File: config.mk
export PLATFORM = sky130hd
export DESIGN_NAME = csr_unit
export DESIGN_NICKNAME = d
export VERILOG_FILES = /design/src/rtl/csr_pkg.sv /design/src/rtl/csr_counter64.sv /design/src/rtl/csr_unit.sv
export SDC_FILE = /design/constraint.sdc
export NUM_CORES = 1
export LEC_CHECK = 0
export ABC_AREA = 1
export BUFFER_PORTS_ARGS = -buffer_cell sky130_fd_sc_hd__buf_4
export CORE_ASPECT_RATIO = 0.5
export CORE_MARGIN = 2
export CORE_UTILIZATION = 49
export CTS_BUF_LIST = sky130_fd_sc_hd__clkbuf_4 sky130_fd_sc_hd__clkbuf_8
export DETAILED_ROUTE_END_ITERATION = 8
export PLACE_DENSITY = 0.7
export SLEW_MARGIN = 15
export SYNTH_ARGS = -nofsm -noshare
export SYNTH_HDL_FRONTEND = slang
export SYNTH_SLANG_ARGS = --single-unit
File: constraint.sdc
create_clock -name clk -period 2.1 [get_ports clk]
set_input_delay 0.21 -clock clk [delete_from_list [all_inputs] [get_ports clk]]
set_output_delay 0.21 -clock clk [all_outputs]
set_load 0.03 [all_outputs]
File: src/rtl/csr_pkg.sv
// Shared definitions for the machine-mode CSR unit: CSR addresses, trap
// cause codes, mstatus/mie/mip bit positions, the sequencer state enum and
// small address-classification helpers.
package csr_pkg;

  // CSR addresses (inst[31:20])
  localparam logic [11:0] CSR_MSTATUS   = 12'h300;
  localparam logic [11:0] CSR_MISA      = 12'h301;
  localparam logic [11:0] CSR_MIE       = 12'h304;
  localparam logic [11:0] CSR_MTVEC     = 12'h305;
  localparam logic [11:0] CSR_MSCRATCH  = 12'h340;
  localparam logic [11:0] CSR_MEPC      = 12'h341;
  localparam logic [11:0] CSR_MCAUSE    = 12'h342;
  localparam logic [11:0] CSR_MTVAL     = 12'h343;
  localparam logic [11:0] CSR_MIP       = 12'h344;
  localparam logic [11:0] CSR_MCYCLE    = 12'hB00;
  localparam logic [11:0] CSR_MINSTRET  = 12'hB02;
  localparam logic [11:0] CSR_MCYCLEH   = 12'hB80;
  localparam logic [11:0] CSR_MINSTRETH = 12'hB82;
  localparam logic [11:0] CSR_MHARTID   = 12'hF14;

  // Fixed ISA description: RV32 with the I base extension
  localparam logic [31:0] MISA_VALUE = 32'h4000_0100;

  // mcause encodings
  localparam logic [31:0] CAUSE_ILLEGAL = 32'd2;
  localparam logic [31:0] CAUSE_BREAK   = 32'd3;
  localparam logic [31:0] CAUSE_ECALL_M = 32'd11;
  localparam logic [31:0] CAUSE_MEI     = 32'h8000_000B;

  // Bit positions inside mstatus / mie / mip
  localparam int MSTATUS_MIE    = 3;
  localparam int MSTATUS_MPIE   = 7;
  localparam int MSTATUS_MPP_LO = 11;
  localparam int MSTATUS_MPP_HI = 12;
  localparam int MIE_MEIE       = 11;
  localparam int MIP_MEIP       = 11;

  // Trap sequencer: RUN executes, REDIR is the single redirect bubble
  typedef enum logic {
    ST_RUN   = 1'b0,
    ST_REDIR = 1'b1
  } csr_state_e;

  // True for every address this unit implements
  function automatic logic csr_addr_known(input logic [11:0] addr);
    case (addr)
      CSR_MSTATUS, CSR_MISA, CSR_MIE, CSR_MTVEC, CSR_MSCRATCH, CSR_MEPC,
      CSR_MCAUSE, CSR_MTVAL, CSR_MIP, CSR_MCYCLE, CSR_MINSTRET,
      CSR_MCYCLEH, CSR_MINSTRETH, CSR_MHARTID: csr_addr_known = 1'b1;
      default:                                  csr_addr_known = 1'b0;
    endcase
  endfunction

  // True for addresses where any write attempt is illegal
  function automatic logic csr_addr_read_only(input logic [11:0] addr);
    csr_addr_read_only = (addr == CSR_MISA) || (addr == CSR_MHARTID);
  endfunction

endpackage

File: src/rtl/csr_counter64.sv
// 64-bit event counter built from two 32-bit halves. A software write to a
// half replaces it for that cycle and beats the increment; the carry into
// the upper half is only taken when the lower half is not being written.
module csr_counter64
  import csr_pkg::*;
(
  input  logic        clk,
  input  logic        rst_n,
  input  logic        inc_i,
  input  logic        wr_lo_i,
  input  logic        wr_hi_i,
  input  logic [31:0] wdata_i,
  output logic [63:0] count_o
);

  logic [31:0] lo_q, lo_d;
  logic [31:0] hi_q, hi_d;
  logic        carry;

  // Next-state: write wins over increment, carry suppressed by a low write
  always_comb begin
    lo_d  = lo_q;
    hi_d  = hi_q;
    carry = inc_i & (lo_q == 32'hFFFF_FFFF) & ~wr_lo_i;
    if (wr_lo_i) begin
      lo_d = wdata_i;
    end else if (inc_i) begin
      lo_d = lo_q + 32'd1;
    end
    if (wr_hi_i) begin
      hi_d = wdata_i;
    end else if (carry) begin
      hi_d = hi_q + 32'd1;
    end
  end

  // Counter halves
  always_ff @(posedge clk or negedge rst_n) begin
    if (!rst_n) begin
      lo_q <= '0;
      hi_q <= '0;
    end else begin
      lo_q <= lo_d;
      hi_q <= hi_d;
    end
  end

  assign count_o = {hi_q, lo_q};

endmodule

File: src/rtl/csr_unit.sv
// Machine-mode CSR file and trap sequencer.
// Executes csrrw/csrrs/csrrc (and immediate forms, pre-muxed into
// csr_wdata), takes ecall/ebreak/illegal-CSR traps, performs mret, and
// hands fetch a registered one-cycle redirect. Owns mcycle and minstret.
// Build option CSR_IRQ_EN: adds irq_ext, a writable mie.MEIE, a live
// mip.MEIP and machine external interrupt entry. Without it mie/mip read
// zero and writes to them are accepted and dropped.
//
// Handshake: there is no back-pressure. redirect_valid is a one-cycle
// pulse; fetch must load redirect_pc in the cycle it is seen. While it is
// high the unit is in REDIR and ignores instr_valid entirely.
module csr_unit
  import csr_pkg::*;
#(
  parameter int                XLEN        = 32,
  parameter logic [XLEN-1:0]   MTVEC_RESET = 32'h0000_0000,
  parameter int                HART_ID     = 0
) (
  input  logic            clk,
  input  logic            rst_n,
  input  logic            instr_valid,
  input  logic [XLEN-1:0] pc,
  input  logic            is_csr,
  input  logic            csr_w,
  input  logic            csr_set,
  input  logic            csr_clr,
  input  logic [11:0]     csr_addr,
  input  logic [XLEN-1:0] csr_wdata,
  input  logic            csr_src_zero,
  input  logic            is_mret,
  input  logic            exc_ecall,
  input  logic            exc_break,
`ifdef CSR_IRQ_EN
  input  logic            irq_ext,
`endif
  output logic [XLEN-1:0] csr_rdata,
  output logic            csr_illegal,
  output logic            redirect_valid,
  output logic [XLEN-1:0] redirect_pc,
  output logic            dbg_state
);

  // Architectural state
  logic            mstatus_mie_q, mstatus_mpie_q;
  logic [XLEN-1:0] mtvec_q, mscratch_q, mepc_q, mcause_q, mtval_q;
  logic [63:0]     mcycle, minstret;
`ifdef CSR_IRQ_EN
  logic            meie_q;
`endif

  // Sequencer and redirect
  csr_state_e      state_q, state_d;
  logic            redirect_valid_q;
  logic [XLEN-1:0] redirect_pc_q;

  // Decode / control
  logic            write_attempt;
  logic            run_active;
  logic            irq_pending;
  logic            trap_take, mret_take;
  logic [XLEN-1:0] trap_cause, trap_tval;
  logic            csr_we, retire;
  logic [XLEN-1:0] wval;
  logic [XLEN-1:0] mtvec_rd, mepc_rd;

  assign mtvec_rd = {mtvec_q[XLEN-1:2], 2'b00};
  assign mepc_rd  = {mepc_q[XLEN-1:2], 2'b00};

  // set/clr with a zero source only reads, so it never counts as a write
  assign write_attempt = csr_w | ((csr_set | csr_clr) & ~csr_src_zero);
  assign csr_illegal   = instr_valid & is_csr &
                         (~csr_addr_known(csr_addr) |
                          (write_attempt & csr_addr_read_only(csr_addr)));
  assign run_active    = instr_valid & (state_q == ST_RUN);

`ifdef CSR_IRQ_EN
  assign irq_pending = mstatus_mie_q & meie_q & irq_ext;
`else
  assign irq_pending = 1'b0;
`endif

  // Read mux: always the pre-write value of the addressed CSR
  always_comb begin
    csr_rdata = '0;
    case (csr_addr)
      CSR_MSTATUS: begin
        csr_rdata[MSTATUS_MPP_HI:MSTATUS_MPP_LO] = 2'b11;
        csr_rdata[MSTATUS_MPIE]                  = mstatus_mpie_q;
        csr_rdata[MSTATUS_MIE]                   = mstatus_mie_q;
      end
      CSR_MISA:      csr_rdata = MISA_VALUE;
`ifdef CSR_IRQ_EN
      CSR_MIE:       csr_rdata[MIE_MEIE] = meie_q;
      CSR_MIP:       csr_rdata[MIP_MEIP] = irq_ext;
`endif
      CSR_MTVEC:     csr_rdata = mtvec_rd;
      CSR_MSCRATCH:  csr_rdata = mscratch_q;
      CSR_MEPC:      csr_rdata = mepc_rd;
      CSR_MCAUSE:    csr_rdata = mcause_q;
      CSR_MTVAL:     csr_rdata = mtval_q;
      CSR_MCYCLE:    csr_rdata = mcycle[31:0];
      CSR_MCYCLEH:   csr_rdata = mcycle[63:32];
      CSR_MINSTRET:  csr_rdata = minstret[31:0];
      CSR_MINSTRETH: csr_rdata = minstret[63:32];
      CSR_MHARTID:   csr_rdata = XLEN'(HART_ID);
      default:       csr_rdata = '0;
    endcase
  end

  // Event selection in priority order: irq > illegal > ecall > ebreak > mret
  always_comb begin
    trap_take  = 1'b0;
    mret_take  = 1'b0;
    trap_cause = '0;
    trap_tval  = '0;
    if (run_active) begin
      if (irq_pending) begin
        trap_take  = 1'b1;
        trap_cause = CAUSE_MEI;
      end else if (csr_illegal) begin
        trap_take  = 1'b1;
        trap_cause = CAUSE_ILLEGAL;
      end else if (exc_ecall) begin
        trap_take  = 1'b1;
        trap_cause = CAUSE_ECALL_M;
      end else if (exc_break) begin
        trap_take  = 1'b1;
        trap_cause = CAUSE_BREAK;
        trap_tval  = pc;
      end else if (is_mret) begin
        mret_take  = 1'b1;
      end
    end
  end

  // A trapping instruction neither writes its CSR nor retires
  assign csr_we = run_active & is_csr & write_attempt & ~trap_take;
  assign retire = run_active & ~trap_take;

  // Read-modify-write value built from the pre-write read data
  always_comb begin
    wval = csr_wdata;
    if (csr_set) begin
      wval = csr_rdata | csr_wdata;
    end else if (csr_clr) begin
      wval = csr_rdata & ~csr_wdata;
    end
  end

  // mstatus interrupt-enable stack: trap pushes, mret pops, else software
  always_ff @(posedge clk or negedge rst_n) begin
    if (!rst_n) begin
      mstatus_mie_q  <= 1'b0;
      mstatus_mpie_q <= 1'b0;
    end else if (trap_take) begin
      mstatus_mpie_q <= mstatus_mie_q;
      mstatus_mie_q  <= 1'b0;
    end else if (mret_take) begin
      mstatus_mie_q  <= mstatus_mpie_q;
      mstatus_mpie_q <= 1'b1;
    end else if (csr_we && csr_addr == CSR_MSTATUS) begin
      mstatus_mie_q  <= wval[MSTATUS_MIE];
      mstatus_mpie_q <= wval[MSTATUS_MPIE];
    end
  end

  // Trap CSRs: hardware trap entry overrides software writes
  always_ff @(posedge clk or negedge rst_n) begin
    if (!rst_n) begin
      mepc_q   <= '0;
      mcause_q <= '0;
      mtval_q  <= '0;
    end else if (trap_take) begin
      mepc_q   <= pc;
      mcause_q <= trap_cause;
      mtval_q  <= trap_tval;
    end else if (csr_we) begin
      if (csr_addr == CSR_MEPC)   mepc_q   <= wval;
      if (csr_addr == CSR_MCAUSE) mcause_q <= wval;
      if (csr_addr == CSR_MTVAL)  mtval_q  <= wval;
    end
  end

  // Plain software-owned CSRs (mtvec is direct mode only)
  always_ff @(posedge clk or negedge rst_n) begin
    if (!rst_n) begin
      mtvec_q    <= {MTVEC_RESET[XLEN-1:2], 2'b00};
      mscratch_q <= '0;
    end else if (csr_we) begin
      if (csr_addr == CSR_MTVEC)    mtvec_q    <= {wval[XLEN-1:2], 2'b00};
      if (csr_addr == CSR_MSCRATCH) mscratch_q <= wval;
    end
  end

`ifdef CSR_IRQ_EN
  // External interrupt enable; the only implemented bit of mie
  always_ff @(posedge clk or negedge rst_n) begin
    if (!rst_n) begin
      meie_q <= 1'b0;
    end else if (csr_we && csr_addr == CSR_MIE) begin
      meie_q <= wval[MIE_MEIE];
    end
  end
`endif

  csr_counter64 u_mcycle (
    .clk     (clk),
    .rst_n   (rst_n),
    .inc_i   (1'b1),
    .wr_lo_i (csr_we && csr_addr == CSR_MCYCLE),
    .wr_hi_i (csr_we && csr_addr == CSR_MCYCLEH),
    .wdata_i (wval),
    .count_o (mcycle)
  );

  csr_counter64 u_minstret (
    .clk     (clk),
    .rst_n   (rst_n),
    .inc_i   (retire),
    .wr_lo_i (csr_we && csr_addr == CSR_MINSTRET),
    .wr_hi_i (csr_we && csr_addr == CSR_MINSTRETH),
    .wdata_i (wval),
    .count_o (minstret)
  );

  // Sequencer state register
  always_ff @(posedge clk or negedge rst_n) begin
    if (!rst_n) begin
      state_q <= ST_RUN;
    end else begin
      state_q <= state_d;
    end
  end

  // Sequencer next state: any trap or mret costs exactly one REDIR cycle
  always_comb begin
    state_d = state_q;
    case (state_q)
      ST_RUN:   if (trap_take || mret_take) state_d = ST_REDIR;
      ST_REDIR: state_d = ST_RUN;
      default:  state_d = ST_RUN;
    endcase
  end

  // Registered redirect to fetch, launched on the event edge
  always_ff @(posedge clk or negedge rst_n) begin
    if (!rst_n) begin
      redirect_valid_q <= 1'b0;
      redirect_pc_q    <= '0;
    end else begin
      redirect_valid_q <= trap_take | mret_take;
      if (trap_take) begin
        redirect_pc_q <= mtvec_rd;
      end else if (mret_take) begin
        redirect_pc_q <= mepc_rd;
      end
    end
  end

  assign redirect_valid = redirect_valid_q;
  assign redirect_pc    = redirect_pc_q;
  assign dbg_state      = state_q;

endmodule

==> flow_summary.ini <==
[global_routing]
grt_pass1_wl_um = 125700
track_usage_pct = 39.75
antenna_found_initial = 0
grt_start_max_net_pins = 58
grt_pass1_vias = 20960
grt_overflow_total = 0

[drt]
drtIter0Drc = 3252
first_pass_iters = 8
vias_per_cell = 5.830
drc = 0
antenna_left = 0
wire_per_inst_um = 21.96
drt-total-wl_um = 87140
vias = 23130

[sta]
drv_slew = 0
relSlewSlack_pct = 52.29
max_clock_freq_ghz = 0.4231
worstMarginPinSlew_ps = 710.2
rsz0062_at_grt = yes
period_needed_ps = 2364
finalSetupViolCount = 74
setup_ws_ps = -263.6
fin_worst_skew_ps = 59.63
period_share_pct = 112.6
holdWs_ps = 39.87
hold_viol_final = 0

[clock_network]
cts.sinks = 318
cts_inserted_buffers = 49
clkTransAtPathRegs_ps = 80
cts_tree = done
cts-root-buf = clkbuf_8
cts_buffer_depth = 3
clock_latency_ps = 660
htree_levels = 2

[synth]
yosysSeqAreaShare_pct = 40.36
synth_top_area_cell = dfrtp_1
synthCells = 2823
synthMuxAreaShare_pct = 0
synth-simple-area-share_pct = 35.75
synth-main-ff-cell = dfrtp_1
synthXorXnorAreaFrac_pct = 4.887
yosys.area.top_type_share_pct = 40.36
postSynthAreaPerCell_um2 = 6.984
yosysWarnings = 0
synth_top_family_by_area = simple AND/OR/NAND/NOR gates
ys_ff_latch = 318
synth.distinct_cells = 50
synthArstFlopShare_pct = 100.0
synth_edf_count = 0
yosys-top-cells-area = dfrtp_1 (40%), nand2_1 (18%), nand3_1 (6.6%)
synth.cell_area_um2 = 19720
synth_compound_gate_area_share_pct = 9.608
synthAdderAreaFrac_pct = 0.2539

[die]
die_w_um = 287.7
rows = 51
initial_core_util_pct = 50.16
die-area_um2 = 41950
die_y_um = 145.8
io_pins = 154
fp.coreArea_um2 = 39310

[critical_path]
worst_setup_path_start_kind = flip-flop
cpPeakStageDelay_ps = 350
end_kind = flip-flop
crit_fanout = 7
cp_common_cell = nor2_4
slowest_stage = dfrtp_1
r2r_cells = 18
critical_path_class = flip-flop to flip-flop
cp.required_ps = 2680
cp.arrival_ps = 2940
path_cells = ha_2 -> nand2_2 -> nor2_4 -> nand3_4 -> nor2_4 -> nand3_4 -> nor2_8 -> nand2_4 -> nor2_4 -> buf_6 -> nand2_4 -> nor2_4 -> nand2_4 -> buf_6 -> nor2_4 -> buf_8 -> nand2_2 -> nand3_2

[placement]
placedInstanceArea_um2 = 24100
port_buffers = 151
gp_congestion = 1.032
post-place-cells = 3753
dp_hpwl_um = 60480
pre_cts_ws_ps = -438.6

[pwr]
p_int_mw = 10.95
p_leak_nw = 14.75
seqPwrFrac_pct = 44.2
combPwrFrac_pct = 19.9
p_switching_mw = 5.226
ir_drop_v = 0.0005626
power_density_nw_per_um2 = 562.7
total_power_mw = 16.18
power.share.switching_pct = 32.31
clkPwrFrac_pct = 35.9

[layout]
area_growth_syn_to_layout_pct = 45.81
layout.nets = 3496
instances_no_fill = 3968
drive_above_1_share_pct = 34.70
diodes = 0
final_common_cell = nand2_1
layout_common_cells = nand2_1 (831), buf_4 (518), dfrtp_1 (300)
postLayoutCellArea_um2 = 28750

[outcome]
status = finished with violations
violations = setup timing

[min_path]
hold_path_depth = 5
hp-class = input port to flip-flop

[job]
cap_violations = 0
[cell families after synthesis]
logic type,Yosys count
compound gates,332
simple gates,1640
other cells,1
xor+xnor,110
fa+ha+maj,4
flops,318
buf+inv,418
[what timing repair did]
action                     CTS  global route
gates resized for setup    337           320
pin swaps                   54            81
hold endpoints to repair   368             0
hold buffers                32             0
gates cloned                11             1
setup endpoints to repair   96           141
buffers inserted            78            45
[Yosys cell counts (3+ instances only)]
library cell  number
nand2_1          924
dfrtp_1          318
nor2_2            10
nor2_4             7
nand3_1          261
buf_6             12
o21ai_0           74
o211ai_1          33
nand4_1           33
o21ai_1          101
ha_1               4
xor2_1           108
a31oi_1           58
buf_2             52
o22ai_1           37
clkbuf_1          47
nand2_2            6
inv_1            260
nor2_1           286
a21oi_1           23
nand2_4            7
inv_2             19
buf_4             18
nand3_4            4
nor4_1            11
nand4_2            3
and3_1            16
nand3_2            3
nor3_1            56
buf_1              6
[layout make-up]
type / count / area, um2
Multi-Input combinational cell: 2089 / 11940
Fill cell: 3021 / 10560
Sequential cell: 318 / 7980
Timing Repair Buffer: 666 / 6013
Inverter: 281 / 1104
Clock buffer: 78 / 992.2
Tap cell: 530 / 663.1
Clock inverter: 6 / 57.56
[state kept, by name, summed over array words and instances (netlist names)]
register,cells
mcause_q,32
mscratch_q,32
mtval_q,32
u_mcycle.hi_q,32
u_mcycle.lo_q,32
u_minstret.hi_q,32
u_minstret.lo_q,32
mepc_q,30
mtvec_q,30
redirect_pc,30
dbg_state,1
mstatus_mie_q,1
mstatus_mpie_q,1
redirect_valid,1
[final timing paths]
check	startpoint	slack (ps)	to
max	u_minstret.lo_q[0]	-260	u_minstret.hi_q[27]
min	csr_wdata[21]	40	mtvec_q[21]
max reg2reg	u_minstret.lo_q[0]	-260	u_minstret.hi_q[27]
min reg2reg	mscratch_q[24]	490	mscratch_q[24]
max in group asynchronous	rst_n	1210	mepc_q[13]
min in group asynchronous	rst_n	80	redirect_pc[8]
[power by group through the flow]
| stage | Clock, mW | Combinational [mW] | Sequential [mW] |
|---|---|---|---|
| 2_1_floorplan | 0 | 1.23 | 7.41 |
| 3_3_place_gp | 0 | 2.85 | 7.19 |
| 3_5_place_dp | 0 | 2.88 | 7.21 |
| 4_1_cts | 5.78 | 3.04 | 7.11 |
| 5_1_grt | 6.08 | 3.45 | 7.19 |
| 6_report | 5.80 | 3.23 | 7.14 |
[critical path, delay by kind of cell (launching register included)]
family,cells,cell delay [ps]
fa+ha+maj,1,190
simple gates,14,1370
buf+inv,3,430
flops,1,350
[metal layers]
metal  GRT usage [%]  up-vias  part of all wire, %
li1                -    10270                    -
met1           56.99    11120                   41
met2           53.76     1539                   40
met3           18.90      205                   16
met4           8.756        2                  2.5
met5               0        -                0.073
[stage by stage]
stage	util [%]	setup TNS (ps)
floorplan	-	0
global placement	61.32	-80610
detailed placement	61.32	-88810
CTS	69.93	-9260
global route	73.13	-21650
finish	73.13	-13760
(Power assumes the default switching activity.)
